--- src/rtl/vs_dc_hex_ascii_pkg.sv ---
// Shared types, ASCII base codes and the nibble-to-character mapping used by
// the hex/ASCII converter and the UART TX formatter.
package vs_dc_hex_ascii_pkg;

    typedef logic [3:0] nibble_t;
    typedef logic [7:0] ascii_t;

    localparam ascii_t ASCII_ZERO    = 8'h30;
    localparam ascii_t ASCII_UPPER_A = 8'h41;
    localparam ascii_t ASCII_LOWER_A = 8'h61;

    // Digits 0-9 map onto '0'..'9'; 10-15 map onto 'A'..'F' or 'a'..'f'.
    // The letter offset is taken in 4 bits so it never borrows into the
    // upper byte; the result is then zero-extended and added in 8 bits.
    function automatic ascii_t hex_to_ascii(input nibble_t nibble, input logic lower);
        nibble_t letter_ofs;
        ascii_t  result;
        letter_ofs = nibble - 4'd10;
        if (nibble > 4'd9) begin
            result = (lower ? ASCII_LOWER_A : ASCII_UPPER_A) + {4'h0, letter_ofs};
        end else begin
            result = ASCII_ZERO + {4'h0, nibble};
        end
        return result;
    endfunction

endpackage

--- src/rtl/vs_dc_hex_ascii_if.sv ---
// Character conversion port: the formatter (master) offers a nibble and case
// request, the converter (slave) answers with the ASCII code and a valid flag.
interface vs_dc_hex_ascii_if;
    import vs_dc_hex_ascii_pkg::*;

    logic    en;
    nibble_t hex;
    logic    lower;
    ascii_t  ascii;
    logic    valid;

    modport master (
        output en,
        output hex,
        output lower,
        input  ascii,
        input  valid
    );

    modport slave (
        input  en,
        input  hex,
        input  lower,
        output ascii,
        output valid
    );

endinterface

--- src/rtl/vs_dc_hex_ascii_lut.sv ---
// Pure combinational nibble -> ASCII lookup; no state, reusable by any
// formatter that needs printable hex digits.
module vs_dc_hex_ascii_lut
    import vs_dc_hex_ascii_pkg::*;
(
    input  nibble_t nibble,
    input  logic    lower,
    output ascii_t  ascii
);

    // Map the nibble through the shared conversion function.
    always_comb begin
        ascii = hex_to_ascii(nibble, lower);
    end

endmodule

--- src/rtl/vs_dc_hex_ascii.sv ---
// Hex nibble to ASCII converter for the UART TX path. REGISTERED=1 gives a
// one-cycle registered result with a valid strobe; REGISTERED=0 is a pure
// combinational bypass where valid simply follows en.
module vs_dc_hex_ascii
    import vs_dc_hex_ascii_pkg::*;
#(
    parameter bit REGISTERED    = 1'b1,
    parameter bit LOWER_DEFAULT = 1'b0
) (
    input  logic                 clk,
    input  logic                 rst_n,
    vs_dc_hex_ascii_if.slave     bus
);

    ascii_t lut_ascii;
    logic   case_lower;

    // A tied-low lower input selects the build-time default case; driving it
    // high flips to the other case.
    assign case_lower = bus.lower ^ LOWER_DEFAULT;

    vs_dc_hex_ascii_lut u_lut (
        .nibble (bus.hex),
        .lower  (case_lower),
        .ascii  (lut_ascii)
    );

    generate
        if (REGISTERED) begin : g_registered
            ascii_t ascii_reg;
            logic   valid_reg;

            // Capture the converted character on enabled edges; valid marks
            // exactly the cycle after each accepted nibble.
            always_ff @(posedge clk or negedge rst_n) begin
                if (!rst_n) begin
                    ascii_reg <= 8'h00;
                    valid_reg <= 1'b0;
                end else begin
                    valid_reg <= bus.en;
                    if (bus.en) begin
                        ascii_reg <= lut_ascii;
                    end
                end
            end

            assign bus.ascii = ascii_reg;
            assign bus.valid = valid_reg;
        end else begin : g_bypass
            assign bus.ascii = lut_ascii;
            assign bus.valid = bus.en;
        end
    endgenerate

endmodule

--- src/flat_wrapper.sv ---
// flat-port wrapper written by rule: the top's interface ports become plain ports
module vs_dc_hex_ascii_flat import vs_dc_hex_ascii_pkg::*;
#(
    parameter bit REGISTERED    = 1'b1,
    parameter bit LOWER_DEFAULT = 1'b0
)
  (clk, rst_n, bus_en, bus_hex, bus_lower, bus_ascii, bus_valid);
  vs_dc_hex_ascii_if bus_i ();
  input  logic clk;
  input  logic rst_n;
  input wire logic [$bits(bus_i.en)-1:0] bus_en;
  input wire logic [$bits(bus_i.hex)-1:0] bus_hex;
  input wire logic [$bits(bus_i.lower)-1:0] bus_lower;
  output wire logic [$bits(bus_i.ascii)-1:0] bus_ascii;
  output wire logic [$bits(bus_i.valid)-1:0] bus_valid;
  assign bus_i.en = bus_en;
  assign bus_i.hex = bus_hex;
  assign bus_i.lower = bus_lower;
  assign bus_ascii = bus_i.ascii;
  assign bus_valid = bus_i.valid;
  vs_dc_hex_ascii #(.REGISTERED(REGISTERED), .LOWER_DEFAULT(LOWER_DEFAULT)) u_core (.clk(clk), .rst_n(rst_n), .bus(bus_i));
endmodule
--- config.mk ---
export PLATFORM = sky130hd
export DESIGN_NAME = vs_dc_hex_ascii_flat
export DESIGN_NICKNAME = d
export VERILOG_FILES = /design/src/rtl/vs_dc_hex_ascii_pkg.sv /design/src/rtl/vs_dc_hex_ascii_if.sv /design/src/rtl/vs_dc_hex_ascii_lut.sv /design/src/rtl/vs_dc_hex_ascii.sv /design/src/flat_wrapper.sv
export SDC_FILE = /design/constraint.sdc
export NUM_CORES = 1
export LEC_CHECK = 0
export CAP_MARGIN = 5
export CORE_AREA = 10 10 47 49
export DETAILED_ROUTE_END_ITERATION = 8
export DIE_AREA = 0 0 57 59
export GPL_TIMING_DRIVEN = 0
export HOLD_SLACK_MARGIN = 0.1
export PLACE_DENSITY_LB_ADDON = 0.25
export REMOVE_ABC_BUFFERS = 1
export SYNTH_ARGS = -nofsm -noshare
export SYNTH_HDL_FRONTEND = slang
export SYNTH_HIERARCHICAL = 1
export SYNTH_SLANG_ARGS = --single-unit
--- constraint.sdc ---
create_clock -name clk -period 1.5 [get_ports clk]
set_input_delay 0.3 -clock clk [delete_from_list [all_inputs] [get_ports clk]]
set_output_delay 0.3 -clock clk [all_outputs]
set_load 0.01 [all_outputs]
==> results.cfg, run 1 <==
[outcome]
outcome = finished clean

[sta]
fin_ws_ps = 48.9
setup_viol = 0
period_minus_slack_ps = 1450
final-hold-violation-count = 0
max-slew-margin-rel_pct = 62.1
max_freq_mhz = 689
tns_ps = 0
rsz0062_at_grt = false
tightest_slew_ps = 567
finClkSkew_ps = 0
hold_ws_ps = 336
finalCritPeriodShare_pct = 96.7
maxSlewViolCount = 0

[cts]
clk_transition_reported_paths_ps = 60
cts_buffers = 3
clock-root-buffer = clkbuf_4
ctsHtreeMaxLevel = 1
cts_hold_buf = 0
clock_path_buffers = 2
clkLatencyLatePin_ps = 250
cts_sinks = 9
cts_tree = done

[finish]
ff_latch_area_um2 = 225
area.growth.synth_to_final_pct = 45.6
drive_above_1_share_pct = 33.9
nFillCells = 124
fin_cells = 78
nets = 75
n_antenna_cell = 0
multi_input_area_um2 = 320
largest_reg_flops = 8

[setup_path]
path_buf_inv = 2
reg2regPathDepth = 1
critPathKind = in2reg
rr_endpoint = u_core/bus.ascii[2]
cp_cell_sequence = clkdlybuf4s50_1, inv_2, ha_1, xor2_1, a21boi_0, mux2_4
r2r-start = u_core/bus.ascii[2]
cp_top_family = buffers and inverters
critPathMaxStageDelay_ps = 510
required_ps = 1630
worstSetupStartpointType = input port
crit_fanout = 3
worst_path_max_delay_cell = clkdlybuf4s50_1
reg2reg_slack_ps = 730
worst_ep_arrival_time_ps = 1580
cp-end-kind = register

[place]
dp.cells = 72
gp_congestion = 0.701
port_buffers = 16
dp_hpwl_um = 828
dpl_worst_slack_ps = -538

[synthesis]
synth_top_area_share_pct = 41.3
async_reset_ff_share_pct = 100
yosys.cell_count.top_type = dfrtp_1
syn_inst = 42
synth-adder-area-share_pct = 9.17
synthSimpleGateAreaFrac_pct = 6.19
synth_edf_count = 0
ys_ff_latch = 9
ys_types = 19
ys_top_cells_by_area = dfrtp_1 (41%), mux2_4 (22%), ha_1 (9.2%)
yosysWarningCount = 6
muxShareOfSynthArea_pct = 23.9
syn-mean-instance-area_um2 = 13.0
synthFlopType = dfrtp_1
synth_top_family_by_area = multiplexers
synth_compound_area_share_pct = 8.72
synth_commonest_cells = dfrtp_1 (9), mux2_4 (8), inv_1 (5)
netlist_area_um2 = 546
yosysSeqAreaShare_pct = 41.3
synth_top_area_cell = dfrtp_1
synthXorXnorAreaFrac_pct = 3.21

[grt]
grt_max_degree = 10
grt-ovfl-total = 0
grt_pass1_wl_um = 1830
grt_pass1_vias = 398
antenna_found_initial = 0
grt_use_total_pct = 7.00

[floorplanning]
num_io_pins = 17
fp.dieArea_um2 = 3360
core_area_um2 = 1400
rows = 14
die_y_um = 59
start_util_pct = 38.9
die_w_um = 57

[pwr]
cellLeakagePower_uw = 0.000409
power.density_nw_per_um2 = 841
totalPowerFinal_uw = 668
vdd_ir_drop_max_mv = 0.243

[detailed_routing]
ant_nets = 0
avgRoutedWirePerCell_um = 13.8
drc = 0
vias = 365
wirelength_um = 1080
first_pass_iters = 4
drt_iter0_drc = 6
drt-vias-per-instance = 4.68

[run]
maxCapViolCount = 0

[worst_hold_path]
hold_path_class = in2async
cells by family after synthesis:
family	count (synthesis)
AOI/OAI and AO/OA	5
and+or+nand+nor	5
adders and majority gates	4
muxes	9
buffers and inverters	7
xor gates and xnor gates	2
DFF	9
other	1
placed cells by master (no fill, tap or decap), types with 2 or more instances in the layout:
cell type	n
dlymetal6s2s_1	6
mux2_4	8
dfrtp_1	9
ha_4	3
inv_1	3
clkdlybuf4s50_1	8
inv_2	2
clkbuf_4	3
buf_4	2
area by class of cell:
cell class / instances / area share (%)
Timing Repair Buffer: 18 / 23.1
Clock buffer: 4 / 3.31
Multi-Input combinational cell: 26 / 40.3
Inverter: 5 / 2.36
Tap cell: 16 / 2.52
Sequential cell: 9 / 28.3
power by group:
group	internal (uW)	switching (uW)
registers	272	16.1
logic	126	78.1
clock network	102	73.5
repair_timing:
item / CTS / global route
endpoints found under the setup margin: 6 / 8
buffers inserted: 2 / 0
pin swaps: 3 / 0
gates resized for setup: 9 / 9
cloned: 0 / 0
routing by layer:
| metal | wire (um) | vias to the layer above | GRT usage [%] | share of wire, % |
|---|---|---|---|---|
| met5 | 0 | - | 0 | 0 |
| met4 | 27 | 0 | 7.05 | 2.5 |
| met3 | 82 | 2 | 3.22 | 7.6 |
| met2 | 471 | 13 | 9.46 | 44 |
| met1 | 494 | 171 | 7.75 | 46 |
| li1 | - | 179 | - | - |
how the worst max path moves through the flow:
stage,from,end,cells after the start
floorplan,bus_hex[1],u_core/bus.ascii[5],6
detailed placement,bus_hex[0],u_core/bus.ascii[5],7
global route,u_core/bus.ascii[7],bus_ascii[7],1
global placement,bus_hex[0],u_core/bus.ascii[5],7
finish,bus_hex[2],u_core/bus.ascii[3],6
CTS,bus_hex[0],u_core/bus.ascii[5],7
stage by stage:
step,utilization [%],cell area [um2]
final,56.7,795
after floorplan,-,527
after global routing,56.7,795
after global placement,50.4,707
after CTS,55.9,783
after detailed placement,50.4,707
(Power assumes the default switching activity.)
==> run 2: changes to the inputs <==
--- a/config.mk
+++ b/config.mk
@@ -11,7 +11,7 @@
 export DIE_AREA = 0 0 57 59
 export GPL_TIMING_DRIVEN = 0
 export HOLD_SLACK_MARGIN = 0.1
-export PLACE_DENSITY_LB_ADDON = 0.25
+export PLACE_DENSITY = 0.72
 export REMOVE_ABC_BUFFERS = 1
 export SYNTH_ARGS = -nofsm -noshare
 export SYNTH_HDL_FRONTEND = slang
==> run 2 against run 1 <==
Maximum frequency increased by 3.2%; total power increased by 1.2%; clock power increased by 5%; non-clock buffer count increased by 1; final area decreased by 0.16%; highest routed layer unchanged.
==> results.cfg, run 2 (synthesized netlist as in run 1, its figures left out) <==
[setup_path]
critPathMaxStageDelay_ps = 530
worst_ep_arrival_time_ps = 1110
critPathKind = reg2out
path_buf_inv = 1
cp_top_family = buffers and inverters
worst_path_max_delay_cell = clkdlybuf4s50_1
crit_fanout = 1
required_ps = 1200
worstSetupStartpointType = register
cp_cell_sequence = clkdlybuf4s50_1
cp-end-kind = primary output

[grt]
grt_pass1_wl_um = 2060
grt_pass1_vias = 457
grt_max_degree = 10
grt-ovfl-total = 0
grt_use_total_pct = 7.98
antenna_found_initial = 0

[sta]
rsz0062_at_grt = false
period_minus_slack_ps = 1410
tns_ps = 0
tightest_slew_ps = 539
max_freq_mhz = 711
setup_viol = 0
hold_ws_ps = 324
finClkSkew_ps = 0
maxSlewViolCount = 0
max-slew-margin-rel_pct = 63.9
final-hold-violation-count = 0
finalCritPeriodShare_pct = 93.8

[cts]
cts_tree = done
clock-root-buffer = clkbuf_4
clk_transition_reported_paths_ps = 60
ctsHtreeMaxLevel = 1
clkLatencyLatePin_ps = 250
cts_hold_buf = 0
cts_buffers = 3
clock_path_buffers = 2
cts_sinks = 9

[detailed_routing]
first_pass_iters = 3
ant_nets = 0
vias = 376
avgRoutedWirePerCell_um = 15.4
drt_iter0_drc = 2
wirelength_um = 1210
drt-vias-per-instance = 4.76
drc = 0

[finish]
nets = 76
final_common_cell = dfrtp_1
finalInstanceArea_um2 = 793
layout_common_cells = dfrtp_1 (9), dlymetal6s2s_1 (8), mux2_4 (8), clkdlybuf4s50_1 (5), inv_1 (4)
ff_latch_area_um2 = 225
multi_input_area_um2 = 308
nFillCells = 127
n_antenna_cell = 0
area.growth.synth_to_final_pct = 45.4
drive_above_1_share_pct = 31.7
largest_reg_flops = 8

[floorplanning]
fp.dieArea_um2 = 3360
die_y_um = 59
die_w_um = 57
num_io_pins = 17
start_util_pct = 38.9
rows = 14
core_area_um2 = 1400

[outcome]
outcome = finished clean

[pwr]
power.density_nw_per_um2 = 852
vdd_ir_drop_max_mv = 0.356
cellLeakagePower_uw = 0.000435

[place]
gp_congestion = 0.644
place_area_um2 = 707
port_buffers = 16

[worst_hold_path]
hold_path_class = in2async

[run]
maxCapViolCount = 0
[run 2: changes by cell type in the layout (fill, tap and decap cells not counted)]
| cell | previous run | this run |
|---|---|---|
| clkdlybuf4s50_1 | 8 | 5 |
| dlymetal6s2s_1 | 6 | 8 |
| buf_4 | 2 | 3 |
| dlygate4sd2_1 | 1 | 2 |
| ha_1 | 1 | 2 |
| ha_4 | 3 | 2 |
| inv_1 | 3 | 4 |
| inv_2 | 2 | 1 |
[run 2: final timing paths]
kind	slack, ps	to	cells past startpoint	from
setup / recovery	90	bus_valid	1	u_core/bus.valid
hold / removal	320	u_core/bus.ascii[2]	1	rst_n
setup reg to reg	710	u_core/bus.ascii[5]	1	u_core/bus.ascii[5]
hold reg to reg	510	u_core/bus.ascii[0]	1	u_core/bus.ascii[0]
max in group asynchronous	900	u_core/bus.ascii[1]	1	rst_n
min in group clk	510	u_core/bus.ascii[0]	1	u_core/bus.ascii[0]
[run 2: metrics by stage]
step | std cells | power (uW) | utilization (%) | setup slack (ps)
floorplan | 40 | 387 | - | 98.2
global placement | 72 | 488 | 50.4 | -505
detailed placement | 72 | 496 | 50.4 | -548
CTS | 79 | 693 | 55.4 | 6.80
global route | 79 | 726 | 56.6 | 29.5
finish | 79 | 676 | 56.6 | 93.4
[run 2: final cells by class]
type | instances | share of cell area [%]
Tap cell | 16 | 2.52
Multi-Input combinational cell | 26 | 38.8
Timing Repair Buffer | 19 | 24.6
Sequential cell | 9 | 28.4
Inverter | 5 | 2.37
Clock buffer | 4 | 3.31
[run 2: layer usage]
layer | GRT usage (%) | vias to the layer above | wire length, um
met5 | 0 | - | 0
met4 | 8.05 | 0 | 47
met3 | 1.93 | 4 | 47
met2 | 14.0 | 14 | 618
met1 | 7.31 | 178 | 501
li1 | - | 180 | -
[run 2: report_power, final]
part           leakage [uW]  switching, uW  internal [uW]  total (uW)
logic              0.000315           81.2            123         204
clock network     0.0000150           80.9            102         183
registers          0.000105           16.5            272         289
[run 2: timing repair]
item	4_1_cts	5_1_grt
cloned	0	0
gates resized for setup	9	10
pin swaps	2	0
setup endpoints to repair	6	9
buffers inserted	3	0
==> run 3: changes to the inputs <==
--- a/config.mk
+++ b/config.mk
@@ -13,6 +13,7 @@
 export HOLD_SLACK_MARGIN = 0.1
 export PLACE_DENSITY = 0.72
 export REMOVE_ABC_BUFFERS = 1
+export SETUP_SLACK_MARGIN = 0.15
 export SYNTH_ARGS = -nofsm -noshare
 export SYNTH_HDL_FRONTEND = slang
 export SYNTH_HIERARCHICAL = 1
==> run 3 against run 2 <==
Maximum frequency grew 4.8%; total power shrank 2.0%; worst setup slack gained 65 ps; count of clock-buffer cells in the layout is the same; via count shrank 0.27%; flip-flop and latch count is the same; final area shrank 2.7%; hold slack gained 1.8 ps; critical path type is now in2reg; largest power group unchanged; highest routed layer unchanged.
==> results.cfg, run 3 (synthesized netlist as in run 1, its figures left out) <==
[outcome]
outcome = finished clean

[sta]
finClkSkew_ps = 0
tns_ps = 0
fin_ws_ps = 158
rsz0062_at_grt = true
max_freq_mhz = 745
maxSlewViolCount = 0
hold_ws_ps = 325
finalCritPeriodShare_pct = 89.5
tightest_slew_ps = 537
max-slew-margin-rel_pct = 64.1
period_minus_slack_ps = 1340
final-hold-violation-count = 0
setup_viol = 0

[detailed_routing]
drt-vias-per-instance = 4.69
drc = 0
first_pass_iters = 3
avgRoutedWirePerCell_um = 15.0
ant_nets = 0
vias = 375
wirelength_um = 1200
drt_iter0_drc = 1

[setup_path]
critPathMaxStageDelay_ps = 260
rr_endpoint = u_core/bus.ascii[5]
worst_ep_arrival_time_ps = 1480
required_ps = 1640
cp_top_family = simple AND/OR/NAND/NOR gates
cp_cell_sequence = dlygate4sd2_1, inv_2, ha_4, o21bai_4, nand2_4, or2_1, mux2_4
cp-startpoint = bus_hex[1]
cp-end-kind = register
reg2reg_slack_ps = 710
worst_path_max_delay_cell = mux2_4
critPathKind = in2reg
worstSetupStartpointType = input port
path_buf_inv = 2
reg2regPathDepth = 1
crit_fanout = 5
r2r-start = u_core/bus.ascii[5]

[floorplanning]
num_io_pins = 17
die_y_um = 59
rows = 14
die_w_um = 57
fp.dieArea_um2 = 3360
start_util_pct = 38.9
core_area_um2 = 1400

[finish]
final_common_cell = dlygate4sd2_1
drive_above_1_share_pct = 32.8
layout_common_cells = dlygate4sd2_1 (11), dfrtp_1 (9), mux2_4 (8), inv_1 (4), buf_4 (4)
largest_reg_flops = 8
fin_cells = 80
area.growth.synth_to_final_pct = 41.5
nFillCells = 135
nets = 77
n_antenna_cell = 0

[pwr]
internal_power_uw = 485
p_clk_share_pct = 27.6
combPwrFrac_pct = 28.9
swShare_pct = 26.7
power.density_nw_per_um2 = 858
power_switching_uw = 177
cellLeakagePower_uw = 0.000387
power_frac_seq_pct = 43.5
vdd_ir_drop_max_mv = 0.371

[grt]
grt-ovfl-total = 0
antenna_found_initial = 0
grt_pass1_wl_um = 2060
grt_pass1_vias = 456
grt_use_total_pct = 7.98
grt_max_degree = 10

[cts]
cts_buffers = 3
clk_transition_reported_paths_ps = 60
cts_hold_buf = 0
ctsHtreeMaxLevel = 1
clock_path_buffers = 2
cts_sinks = 9
clkLatencyLatePin_ps = 250
clock-root-buffer = clkbuf_4
cts_tree = done

[place]
gp_congestion = 0.644
dpl_worst_slack_ps = -548
port_buffers = 16
dp.cells = 72

[run]
maxCapViolCount = 0

[worst_hold_path]
hold_path_class = in2async
[run 3: cell types whose count changed in the layout (fill, tap and decap cells not counted)]
cell,delta
buf_2,+1
buf_4,+1
clkbuf_2,-1
clkdlybuf4s50_1,-2
dlygate4sd2_1,+9
dlymetal6s2s_1,-7
[run 3: layout make-up]
type                            count  area, um2  area share (%)
Multi-Input combinational cell     26        308            39.9
Clock buffer                        4       26.3            3.40
Tap cell                           16       20.0            2.59
Inverter                            5       18.8            2.43
Sequential cell                     9        225            29.2
Timing Repair Buffer               20        174            22.5
[run 3: metrics by stage]
step	utilization (%)	total power [uW]	cell area [um2]
finish	55.1	663	772
detailed placement	50.4	496	707
floorplan	-	387	527
CTS	54.8	671	768
global route	55.1	715	772
global placement	50.4	488	707
[run 3: routing by layer]
metal  vias up  track usage (%)  share of wire (%)
li1        182                -                  -
met1       175             7.31                 41
met2        14             14.0                 51
met3         4             1.93                3.8
met4         0             8.05                3.9
met5         -                0                  0
[run 3: how the worst max path moves through the flow]
stage | to | slack [ps] | depth (start not counted)
floorplan | u_core/bus.ascii[5] | 100 | 6
global placement | u_core/bus.ascii[5] | -500 | 7
detailed placement | u_core/bus.ascii[5] | -550 | 7
CTS | u_core/bus.ascii[5] | 120 | 7
global route | u_core/bus.ascii[5] | 140 | 7
finish | u_core/bus.ascii[5] | 160 | 7
[run 3: power groups by stage]
stage                     clock (uW)  sequential (uW)  combinational [uW]
after floorplan                    0              305                82.0
after global placement             0              292                 196
after detailed placement           0              294                 202
after CTS                        190              288                 192
after global routing             213              293                 209
final                            183              288                 192
[run 3: what timing repair did]
action / in CTS / in global routing
setup buffers: 3 / 1
pin swaps: 2 / 3
endpoints found under the setup margin: 16 / 3
gates resized for setup: 20 / 2
